**src/rtl/prio_encoder_reg.sv**
```systemverilog
// prio_encoder_reg: registered fixed/round-robin priority encoder with sticky pending requests and an ack handshake
module prio_encoder_reg #(
  parameter int N = 8,
  parameter int W = $clog2(N),
  parameter bit RR_DEFAULT = 1'b0
) (
  input  logic         clk,
  input  logic         rst_n,
  input  logic         enable,
  input  logic [N-1:0] req,
  input  logic [N-1:0] mask,
  input  logic         mode,
  input  logic         mode_ld,
  input  logic         ack,
  output logic [W-1:0] out,
  output logic         valid,
  output logic [N-1:0] pending
);
  typedef enum logic {IDLE, GRANT} state_t;
  state_t state, state_n;
  logic mode_r, done;
  logic [W-1:0] ptr, fix, sel;
  logic [W:0] sum;
  logic [N-1:0] elig, rot, clr;
  logic [2*N-1:0] dbl;
  assign valid = state == GRANT;
  assign done = valid & ack;
  assign elig = pending & ~mask;
  // rotate so bit 0 of rot is line ptr; the lowest set bit of rot is the round-robin winner
  assign dbl = {elig, elig} >> ptr;
  assign rot = dbl[N-1:0];
  always_comb begin
    fix = '0;
    sum = '0;
    clr = '0;
    for (int i = 0; i < N; i++) begin
      if (elig[i]) fix = W'(i);
      clr[i] = done && out == W'(i) && !req[i];
    end
    for (int i = N - 1; i >= 0; i--)
      if (rot[i]) sum = {1'b0, ptr} + (W+1)'(i);
    sel = mode_r ? (sum >= (W+1)'(N) ? W'(sum - (W+1)'(N)) : W'(sum)) : fix;
    state_n = state == IDLE ? ((enable && |elig) ? GRANT : IDLE) : ((ack || !enable) ? IDLE : GRANT);
  end
  always_ff @(posedge clk or negedge rst_n) begin
    if (!rst_n) begin
      state <= IDLE;
      out <= '0;
      pending <= '0;
      ptr <= '0;
      mode_r <= RR_DEFAULT;
    end else begin
      state <= state_n;
      pending <= (pending & ~clr) | req;
      if (mode_ld) mode_r <= mode;
      if (done) ptr <= out == W'(N - 1) ? '0 : out + 1'b1;
      if (!valid && state_n == GRANT) out <= sel;
    end
  end
endmodule
```
**config.mk**
```make
export PLATFORM = sky130hd
export DESIGN_NAME = prio_encoder_reg
export DESIGN_NICKNAME = d
export VERILOG_FILES = /design/src/rtl/prio_encoder_reg.sv
export SDC_FILE = /design/constraint.sdc
export NUM_CORES = 1
export LEC_CHECK = 0
export CAP_MARGIN = 20
export CORE_ASPECT_RATIO = 0.5
export CORE_MARGIN = 2
export CORE_UTILIZATION = 57
export DETAILED_ROUTE_END_ITERATION = 6
export HOLD_SLACK_MARGIN = 0.03
export PLACE_DENSITY = 0.86
export SKIP_CTS_REPAIR_TIMING = 1
export SLEW_MARGIN = 25
export SYNTH_ARGS = -nofsm -noshare
export SYNTH_HDL_FRONTEND = slang
export SYNTH_SLANG_ARGS = --single-unit
```
**constraint.sdc**
```tcl
create_clock -name clk -period 3.2 [get_ports clk]
set_input_delay 0.64 -clock clk [delete_from_list [all_inputs] [get_ports clk]]
set_output_delay 0.64 -clock clk [all_outputs]
set_load 0.01 [all_outputs]
```
==> results.md <==
- The run finished with clean final reports.
- In this run the standard cell core region covers 3010 µm².
- In this run the count of I/O pins placed on the die edge is 34.
- Leaving out fill and tap cells, the most frequent cell in the layout is sky130_fd_sc_hd__clkdlybuf4s50_1.
- The type of element launching the critical path is a flip-flop.
- For this run, the post-layout net count is 270.
- Synthesis handed over a netlist of 205 instances.
- Each instance of the synthesized netlist takes up on average 8.77 µm².
- Relative to the synthesized area, the layout overhead comes to 23.7%.
- The kind of capture point of the worst setup path is a flip-flop.
- The number of warnings reported in the yosys synthesis log is 0.
- Headroom to the max-slew limit came out at 0.467.
- The wire length of the first global-routing pass is 8650 µm.
- After clock tree synthesis, the clock-pin slew on the worst setup and hold paths is roughly 0.070 ns.
- The pre-antenna-repair detailed-routing pass consisted of 4 iterations.
- The die height is approximately 44 µm.
- The area fraction in and, or, nand and nor cells after synthesis is 0.296.
- At the end of the flow the core is filled with cells to 0.738.
- Dividing the final minimum period by the clock period gives 0.884.
- The full die area is 3650 µm².
- The compound-cell area share of the yosys netlist is 0.230.
- The effective utilization at floorplan is 0.597.
- The worst voltage drop across the vdd grid is between 0.5 and 0.6 mV.
- CTS built an H-tree with a depth of 1.
- The max-capacitance violation count is 0.
- The number of nets in the synthesized netlist is 235.
- The maximum clock skew at final layout is 0.00386 ns.
- The data required time at the worst endpoint is 3.34 ns.
- Of the total synthesized cell area, the portion taken by full adders, half adders and majority gates is 0.0557.
- Buffers placed on the I/O ports in this run total 33.
- The floorplan step set the die width to 83.4 µm.
- The library cells used most frequently in the layout, excluding fill and tap cells, are 33 x sky130_fd_sc_hd__clkdlybuf4s50_1, 17 x sky130_fd_sc_hd__nand2_1, 16 x sky130_fd_sc_hd__dfrtp_1, 15 x sky130_fd_sc_hd__o21ai_0, 14 x sky130_fd_sc_hd__a21oi_1.
- The weighted congestion at the end of routability-driven global placement is 0.939.
- The final count of pins violating max slew is 0.
- After layout, the design draws a total of 1.90 mW.
- In the final timing run, aggregate negative setup slack is 0 ns.
- The maximum net fanout on the critical path is 25.
- The analysis attributes to cell leakage a power of 0.880 nW.
- The count of cell types in the netlist is 55.
- TritonCTS built the clock tree.
- The area of combinational cells with multiple inputs is 1290 µm².
- For the worst-skew pair, the clock arrives at the later sink with an insertion delay of between 0.2 and 0.3 ns.
- Counting the fill cells in the layout gives 214.
- In the routed design, unresolved DRC markers number 0.
- The kind of critical path is reg -> reg.
- The timing-limited maximum frequency is 0.354 GHz.
- Clock tree synthesis found a total of 16 sinks.
- For this block, the initial DRC count from the detailed router was 170.
- The detail-routed net length per standard cell is 18.6 µm.
- The final number of hold-violating endpoints came to 0.
- The worst setup slack after layout is about 0.37 ns.
- The combinational family with the most area after synthesis is simple AND/OR/NAND/NOR gates.
- The number of global-route vias before repair was 1810.
- The maximum buffer depth of the clock tree is 2.
- The buffer cell driving the clock tree root is sky130_fd_sc_hd__clkbuf_8.
- Entering global routing, the biggest net connects 26 pins.
- The number of register bits inferred by synthesis is 16.
- For this design the ratio of total power to cell area is 854 nW/µm².
- The aggregate global routing overflow is 0.
- Data on the critical path arrives at its endpoint at 2.97 ns.
- The number of antenna diodes in the final layout is 0.
- Of the total synthesized cell area, the portion taken by XOR and XNOR cells is 0.00487.
- The number of core rows is 14.
- OpenSTA, run right after detailed placement, puts the worst setup slack at between 0.15 and 0.2 ns.
- The number of clock buffers added by TritonCTS is 3.
- The number of antenna violations at the first check in global routing is 0.
- The type of the worst min-delay path is reg -> reg.
- Once detail routing completed, the nets flagged for antenna violations numbered 0.
- Wires add up to 5200 µm.
- Of all flip-flops after synthesis, the portion carrying an async set or reset was 1.00.
- Setup repair after global routing left no endpoint under its margin.
- The mapped netlist covers roughly 1800 µm².
- The leading register cell type out of synthesis is sky130_fd_sc_hd__dfrtp_1.
- The count of endpoints failing setup in the final report is 0.
- For this block, the via count after detailed routing is 1838.
- Across every metal layer, demand over resource in global routing totals 0.305.
- Of the synthesized area, sequential elements account for 0.223.
- The transition at the pin with the smallest max-transition slack is 0.799 ns.
- The HPWL reported at the end of detailed placement is 3810 µm.
- Summing all flip-flop and latch instances after layout gives 400 µm².
- The layout cell share with drive strength beyond 1 is 0.142.
- The minimum clock period is 2.83 ns.
- The routed via count divided by cell count is about 6.6.
- The number of synthesized flops with an enable pin is 0.
- After synthesis, the share of cell area in mux cells is 0.129.
## layout make-up
| cell class | instances | area share |
|---|---|---|
| Multi-Input combinational cell | 167 | 0.579 |
| Sequential cell | 16 | 0.180 |
| Timing Repair Buffer | 41 | 0.176 |
| Clock buffer | 4 | 0.0248 |
| Tap cell | 40 | 0.0225 |
| Inverter | 11 | 0.0186 |
## where the power goes
| part | total, mW | leakage (nW) | switching (mW) | internal [mW] |
|---|---|---|---|---|
| clock | 0.189 | 0.0288 | 0.0796 | 0.110 |
| sequential | 0.394 | 0.168 | 0.148 | 0.246 |
| combinational | 1.32 | 0.683 | 0.701 | 0.614 |
| total | 1.90 | 0.880 | 0.929 | 0.970 |
## Yosys cell counts, types with 4 or more instances
library cell	instances	share of area
sky130_fd_sc_hd__nor2_1	13	0.027
sky130_fd_sc_hd__a21oi_1	14	0.039
sky130_fd_sc_hd__nand3_1	5	0.014
sky130_fd_sc_hd__nand2_1	17	0.035
sky130_fd_sc_hd__mux4_2	7	0.088
sky130_fd_sc_hd__ha_1	8	0.056
sky130_fd_sc_hd__dfrtp_1	16	0.22
sky130_fd_sc_hd__nand2b_1	6	0.021
sky130_fd_sc_hd__clkbuf_1	4	0.0083
sky130_fd_sc_hd__nor2b_1	11	0.038
sky130_fd_sc_hd__mux2i_1	4	0.022
sky130_fd_sc_hd__o21ai_0	15	0.042
sky130_fd_sc_hd__a21o_1	8	0.033
sky130_fd_sc_hd__inv_1	10	0.021
sky130_fd_sc_hd__nor4bb_1	8	0.045
## flip-flops by register name (all words and copies together) (netlist names)
| register | flops |
|---|---|
| mode_r | 1 |
| out | 3 |
| pending | 8 |
| ptr | 3 |
| valid | 1 |
## cell families after synthesis
kind of cell / after synthesis
AND/OR/NAND/NOR: 84
XOR/XNOR: 1
multiplexers: 14
AO/OA/AOI/OAI: 60
buffers and inverters: 22
adder cells (fa/ha/maj): 8
flip-flops: 16
## critical path, cell delays in order, from the launching register on
cell,delay [ns]
sky130_fd_sc_hd__dfrtp_1,0.86
sky130_fd_sc_hd__inv_2,0.25
sky130_fd_sc_hd__mux4_2,0.61
sky130_fd_sc_hd__mux2_2,0.35
sky130_fd_sc_hd__a21oi_1,0.12
sky130_fd_sc_hd__o21ai_1,0.09
sky130_fd_sc_hd__a311oi_1,0.36
sky130_fd_sc_hd__a211oi_2,0.05
## path summary, 6_finish.rpt
check / from / endpoint / slack [ns] / depth (start not counted)
setup / recovery: ptr[0]$_DFFE_PN0P_ / out[2]$_DFFE_PN0P_ / 0.37 / 7
hold / removal: pending[0]$_DFF_PN0_ / pending[0]$_DFF_PN0_ / 0.56 / 1
setup reg to reg: ptr[0]$_DFFE_PN0P_ / out[2]$_DFFE_PN0P_ / 0.37 / 7
hold reg to reg: pending[0]$_DFF_PN0_ / pending[0]$_DFF_PN0_ / 0.56 / 1
max in group asynchronous: rst_n / pending[3]$_DFF_PN0_ / 1.90 / 1
min in group asynchronous: rst_n / out[2]$_DFFE_PN0P_ / 0.82 / 1
## metal layers
| metal | global-route usage | part of all wire | routed length, µm | up-vias |
|---|---|---|---|---|
| li1 | - | - | - | 847 |
| met1 | 0.408 | 0.45 | 2340 | 884 |
| met2 | 0.498 | 0.45 | 2350 | 92 |
| met3 | 0.0724 | 0.078 | 405 | 15 |
| met4 | 0.113 | 0.019 | 99 | 0 |
| met5 | 0 | 0 | 0 | - |
## stage by stage
step                std cells  hold slack, ns  instance area [µm²]
floorplan                 205           0.344                 1800
global route              279           0.598                 2220
detailed placement        275           0.548                 2170
finish                    279           0.563                 2220
global placement          275           0.536                 2170
CTS                       279           0.567                 2220
(Power assumes the default switching activity.)
